==> src/rtl/julia_pkg.sv <==
// Shared fixed-point geometry, escape threshold and FSM state encoding for the Julia pixel engine.
package julia_pkg;
  localparam int FRACTIONAL    = 10;
  localparam int INTEGRAL      = 10;
  localparam int WIDTH         = INTEGRAL + FRACTIONAL;
  localparam int MAX_ITER      = 255;
  localparam int TAG_W         = 19;
  localparam int ITER_W        = 8;
  localparam int ESCAPE_THRESH = 4 << FRACTIONAL;

  typedef enum logic [1:0] {IDLE, ITER, DONE} state_t;
endpackage

==> src/rtl/z_calculator.sv <==
// One Julia step z' = z^2 + c in wrapping fixed point; combinational, no handshake.
// iteration_out repeats iteration_in when z' escapes (|z'|^2 >= 4.0) or c == 0, else increments.
module z_calculator
  import julia_pkg::*;
#(
  parameter int WIDTH      = julia_pkg::WIDTH,
  parameter int FRACTIONAL = julia_pkg::FRACTIONAL
) (
  input  logic [WIDTH-1:0]  z_real_in,
  input  logic [WIDTH-1:0]  z_imag_in,
  input  logic [WIDTH-1:0]  c_real_in,
  input  logic [WIDTH-1:0]  c_imag_in,
  input  logic [ITER_W-1:0] iteration_in,
  output logic [WIDTH-1:0]  z_real_out,
  output logic [WIDTH-1:0]  z_imag_out,
  output logic [ITER_W-1:0] iteration_out
);
  localparam logic [2*WIDTH:0] THRESH_SQ = (2*WIDTH+1)'(ESCAPE_THRESH) << FRACTIONAL;

  logic signed [WIDTH-1:0]   zr, zi, zor, zoi;
  logic signed [2*WIDTH-1:0] sq_r, sq_i, x_ri, so_r, so_i;
  logic signed [2*WIDTH:0]   diff, dbl;
  logic        [2*WIDTH:0]   mag;
  logic                      escaped, c_zero;

  assign zr   = z_real_in;
  assign zi   = z_imag_in;
  assign sq_r = (2*WIDTH)'(zr) * (2*WIDTH)'(zr);
  assign sq_i = (2*WIDTH)'(zi) * (2*WIDTH)'(zi);
  assign x_ri = (2*WIDTH)'(zr) * (2*WIDTH)'(zi);

  // One guard bit so 2*zr*zi and the difference of squares never overflow before rescaling.
  assign diff = (2*WIDTH+1)'(sq_r) - (2*WIDTH+1)'(sq_i);
  assign dbl  = (2*WIDTH+1)'(x_ri) <<< 1;

  assign z_real_out = WIDTH'(diff >>> FRACTIONAL) + c_real_in;
  assign z_imag_out = WIDTH'(dbl >>> FRACTIONAL) + c_imag_in;

  assign zor  = z_real_out;
  assign zoi  = z_imag_out;
  assign so_r = (2*WIDTH)'(zor) * (2*WIDTH)'(zor);
  assign so_i = (2*WIDTH)'(zoi) * (2*WIDTH)'(zoi);
  assign mag  = {1'b0, so_r} + {1'b0, so_i};

  assign escaped       = (mag >= THRESH_SQ);
  assign c_zero        = (c_real_in == '0) && (c_imag_in == '0);
  assign iteration_out = (escaped || c_zero) ? iteration_in : iteration_in + ITER_W'(1);
endmodule

==> src/rtl/julia_pixel_engine.sv <==
// Iterates one pixel job through z_calculator until escape or MAX_ITER, then holds count+tag.
// Result appears 2+k cycles after accept (1+MAX_ITER at cap); out_ready=0 holds DONE and blocks new jobs.
module julia_pixel_engine
  import julia_pkg::*;
#(
  parameter int WIDTH      = julia_pkg::WIDTH,
  parameter int FRACTIONAL = julia_pkg::FRACTIONAL,
  parameter int MAX_ITER   = julia_pkg::MAX_ITER,
  parameter int TAG_W      = julia_pkg::TAG_W
) (
  input  logic              clk,
  input  logic              n_rst,
  input  logic              abort,
  input  logic              in_valid,
  output logic              in_ready,
  input  logic [WIDTH-1:0]  z0_real_in,
  input  logic [WIDTH-1:0]  z0_imag_in,
  input  logic [WIDTH-1:0]  c_real_in,
  input  logic [WIDTH-1:0]  c_imag_in,
  input  logic [TAG_W-1:0]  tag_in,
  output logic              out_valid,
  input  logic              out_ready,
  output logic [ITER_W-1:0] iter_count_out,
  output logic [TAG_W-1:0]  tag_out
);
  localparam logic [ITER_W-1:0] MAX_Q = ITER_W'(MAX_ITER);

  state_t            state_q, state_d;
  logic [WIDTH-1:0]  z_r_q, z_r_d, z_i_q, z_i_d;
  logic [WIDTH-1:0]  c_r_q, c_r_d, c_i_q, c_i_d;
  logic [TAG_W-1:0]  tag_q, tag_d, out_tag_q, out_tag_d;
  logic [ITER_W-1:0] iter_q, iter_d, count_q, count_d;
  logic [WIDTH-1:0]  z_r_nxt, z_i_nxt;
  logic [ITER_W-1:0] iter_nxt;

  z_calculator #(.WIDTH(WIDTH), .FRACTIONAL(FRACTIONAL)) u_zcalc (
    .z_real_in     (z_r_q),
    .z_imag_in     (z_i_q),
    .c_real_in     (c_r_q),
    .c_imag_in     (c_i_q),
    .iteration_in  (iter_q),
    .z_real_out    (z_r_nxt),
    .z_imag_out    (z_i_nxt),
    .iteration_out (iter_nxt)
  );

  always_comb begin
    state_d   = state_q;
    z_r_d     = z_r_q;
    z_i_d     = z_i_q;
    c_r_d     = c_r_q;
    c_i_d     = c_i_q;
    tag_d     = tag_q;
    iter_d    = iter_q;
    count_d   = count_q;
    out_tag_d = out_tag_q;
    if (abort) begin
      state_d   = IDLE;
      iter_d    = '0;
      count_d   = '0;
      out_tag_d = '0;
    end else begin
      unique case (state_q)
        IDLE: begin
          if (in_valid) begin
            z_r_d   = z0_real_in;
            z_i_d   = z0_imag_in;
            c_r_d   = c_real_in;
            c_i_d   = c_imag_in;
            tag_d   = tag_in;
            iter_d  = '0;
            state_d = ITER;
          end
        end
        ITER: begin
          // An unchanged count means escape (or c == 0): that takes priority over the cap.
          if (iter_nxt == iter_q) begin
            count_d   = iter_q;
            out_tag_d = tag_q;
            state_d   = DONE;
          end else if (iter_nxt == MAX_Q) begin
            count_d   = MAX_Q;
            out_tag_d = tag_q;
            state_d   = DONE;
          end else begin
            z_r_d  = z_r_nxt;
            z_i_d  = z_i_nxt;
            iter_d = iter_nxt;
          end
        end
        DONE: begin
          if (out_ready) state_d = IDLE;
        end
        default: state_d = IDLE;
      endcase
    end
  end

  always_ff @(posedge clk) begin
    if (!n_rst) begin
      state_q   <= IDLE;
      z_r_q     <= '0;
      z_i_q     <= '0;
      c_r_q     <= '0;
      c_i_q     <= '0;
      tag_q     <= '0;
      iter_q    <= '0;
      count_q   <= '0;
      out_tag_q <= '0;
    end else begin
      state_q   <= state_d;
      z_r_q     <= z_r_d;
      z_i_q     <= z_i_d;
      c_r_q     <= c_r_d;
      c_i_q     <= c_i_d;
      tag_q     <= tag_d;
      iter_q    <= iter_d;
      count_q   <= count_d;
      out_tag_q <= out_tag_d;
    end
  end

  assign in_ready       = (state_q == IDLE);
  assign out_valid      = (state_q == DONE);
  assign iter_count_out = count_q;
  assign tag_out        = out_tag_q;
endmodule

==> config.mk <==
export PLATFORM = sky130hd
export DESIGN_NAME = julia_pixel_engine
export DESIGN_NICKNAME = d
export VERILOG_FILES = /design/src/rtl/julia_pkg.sv /design/src/rtl/z_calculator.sv /design/src/rtl/julia_pixel_engine.sv
export SDC_FILE = /design/constraint.sdc
export NUM_CORES = 2
export LEC_CHECK = 0
export ABC_CLOCK_PERIOD_IN_PS = 22200
export CAP_MARGIN = 40
export CORE_ASPECT_RATIO = 0.75
export CORE_MARGIN = 4
export CORE_UTILIZATION = 65
export DETAILED_ROUTE_END_ITERATION = 16
export PLACE_DENSITY = 0.92
export SETUP_SLACK_MARGIN = 0.05
export SLEW_MARGIN = 20
export SYNTH_ARGS = -nofsm -noshare
export SYNTH_HDL_FRONTEND = slang
export SYNTH_SLANG_ARGS = --single-unit
==> constraint.sdc <==
create_clock -name clk -period 22.2 [get_ports clk]
set_clock_uncertainty 0.05 [all_clocks]
set_input_delay 4.44 -clock clk [delete_from_list [all_inputs] [get_ports clk]]
set_output_delay 4.44 -clock clk [all_outputs]
set_load 0.005 [all_outputs]
==> run metrics <==
status finished, final reports clean; clk sink count 136; area grow syn2layout 5.575%; H-tree depth 4; Mapped Cells 7304; synth warn 0; initial antenna violation count 10; Post-CTS Hold Fix Bufs 0; Placed Cells 8616; synthesized cell area 0.06662 mm²; io pins 133; CP max-delay cell dfxtp_1; vias per cell 5.938; total CTS buffers 17; most frequent cells in the layout inv_1, fa_1, nand2_1, ha_1, nor2_1; part of the Yosys area used for sequential elements 4.087%; Crit Path Category reg -> reg; via count 51420; Setup TNS 0 ns; Max-cap violations 0; Buffers on Ports 132; met3 wire len 31970 µm; largest net degree at the start of global routing 82; DRT iter0 DRCs 6127; GRT Util Overall 37.14%; Crit path largest cell delay 0.93 ns; Final Max Slew Viols 0; fin cells 8660; layout cells sized above 1 2.733%; CTS tree yes; leading cell type in the layout, fill and taps excluded inv_1; period utilization 96.72%; Die Wd 377.7 µm; register bit total from synthesis 136; final-report setup violation count 0; Post-Syn Nets 9642; Die Area 0.1077 mm²; global-route wire length before repair 307300 µm; Synth Area per Inst 9.121 µm²; CP endpoint kind flip-flop; Final nets 9642; Tmin final 21.47 ns; synth unique cells 69; drt pass-1 iters 8; Top Layer Used met5; Core ar. 0.1015 mm²; Initial Util 65.65%; Most used DFF post-synth dfxtp_1; # rows 101; Post-synth ARST share 0%; WL met2 84120 µm; WL/cell 22.59 µm; most frequent CP cell fa_1; CTS root buf clkbuf_16; DRC Markers 0; Final GP Congestion 1.022; post-detail-place hpwl 161100 µm; Highest Clock Rate 0.04657 GHz; clock tree buffer depth 2; CP required 22.49 ns; Hold WC Path Type reg -> reg; Clock Latency Late Sink 0.49 ns; routed wire length 195600 µm; Startpoint Class flip-flop; Worst-path clk slew 0.08 ns; Fin. Hold Viols 0; Slew @ Worst Pin 0.9426 ns; grt total ovfl 0; vias in the first global route 56910; Post-synth EDFFs 0; die height 285.2 µm; Critical Path AT 21.76 ns; worst rel slew slack 35.54%; RSZ-0062 raised after global routing false; Antenna Violating Nets Remaining 0; M1 WL 68340 µm; Max FO, Critical Path 38
## path summary, 6_finish.rpt
check	start	to	slack, ns	depth (start not counted)
hold reg to reg	tag_q[11]$_SDFFE_PN0P_	tag_q[11]$_SDFFE_PN0P_	0.42	2
hold / removal	tag_q[11]$_SDFFE_PN0P_	tag_q[11]$_SDFFE_PN0P_	0.42	2
setup / recovery	z_r_q[0]$_SDFFE_PN0P_	z_r_q[19]$_SDFFE_PN0P_	0.73	71
setup reg to reg	z_r_q[0]$_SDFFE_PN0P_	z_r_q[19]$_SDFFE_PN0P_	0.73	71
## layer usage
| layer | vias up | global-route usage [%] |
|---|---|---|
| met2 | 3746 | 55.10 |
| met1 | 25500 | 48.03 |
| li1 | 21250 | - |
| met5 | - | 0 |
| met3 | 913 | 15.84 |
| met4 | 16 | 15.83 |
## area by class of cell
cell class	instances	area, µm²
multi-input combinational	4814	55120
fill	6911	31150
inverter	2079	7804
sequential	136	2731
timing repair buffer	256	2375
tap	1339	1675
clock buffer	17	425.4
clock inverter	15	185.2
antenna	4	10.01
## per-stage QoR
step	hold WS, ns	area [µm²]	worst slack [ns]	util [%]
6_report	0.4165	70330	0.7281	69.31
5_1_grt	0.4482	70320	0.1071	69.30
4_1_cts	0.4166	70120	0.5491	69.10
3_5_place_dp	0.4075	69510	0.7491	68.49
3_3_place_gp	0.3999	69470	1.260	68.46
2_1_floorplan	0.3931	66620	3.263	-
## kinds of logic after synthesis
| logic type | count (synthesis) | synth area share, % |
|---|---|---|
| AOI/OAI and AO/OA | 569 | 5.830 |
| xor gates and xnor gates | 271 | 3.563 |
| adders and majority gates | 2234 | 61.11 |
| buffers and inverters | 2354 | 13.31 |
| DFF | 136 | 4.087 |
| muxes | 33 | 0.5052 |
| and+or+nand+nor | 1707 | 11.60 |
## synth_stat cells (8+ instances only)
master	count	share of area, %
o22ai_1	14	0.13
o21ai_0	80	0.60
buf_1	19	0.11
a21boi_0	66	0.74
clkbuf_1	244	1.4
nand2_1	811	4.6
a31oi_1	17	0.16
mux2i_1	28	0.42
o211a_1	37	0.56
and3_1	9	0.085
and2_1	291	2.7
dfxtp_1	136	4.1
o21bai_1	16	0.18
inv_1	2071	12
or2_2	9	0.085
nor2_1	353	2.0
nor2b_1	48	0.45
xnor2_1	207	2.7
fa_1	1699	51
or3_1	9	0.085
nand2b_1	43	0.40
xor2_1	64	0.84
a21o_1	59	0.66
nand4_1	16	0.15
nand3_1	40	0.30
nor3_1	31	0.23
o211ai_1	43	0.48
a21oi_1	131	0.98
o21a_1	28	0.32
a211oi_1	12	0.14
ha_1	535	10
a2111oi_0	8	0.11
nor4_1	21	0.20
## state kept, by name, summed over array words and instances (netlist names)
register        flops
c_i_q              20
c_r_q              20
z_i_q              20
z_r_q              20
tag_out            19
tag_q              19
iter_count_out      8
iter_q              8
state_q             2
## worst max-delay path, delay by kind of cell (launching register included)
kind	cells	cell delay [ns]
buffers and inverters	11	1.94
and+or+nand+nor	17	4.55
adders and majority gates	18	7.56
DFF	1	0.93
xor gates and xnor gates	3	0.45
AOI/OAI and AO/OA	22	5.78
## repair_timing
item / in CTS / in global routing
resized for setup: 0 / 20
setup buffers: 0 / 1
hold endpoints to repair: 0 / 0
setup endpoints to repair: 0 / 77
Power is left out: the tool's default activity adds up to more than one toggle a clock period on the data nets, which glitch-free logic cannot reach.
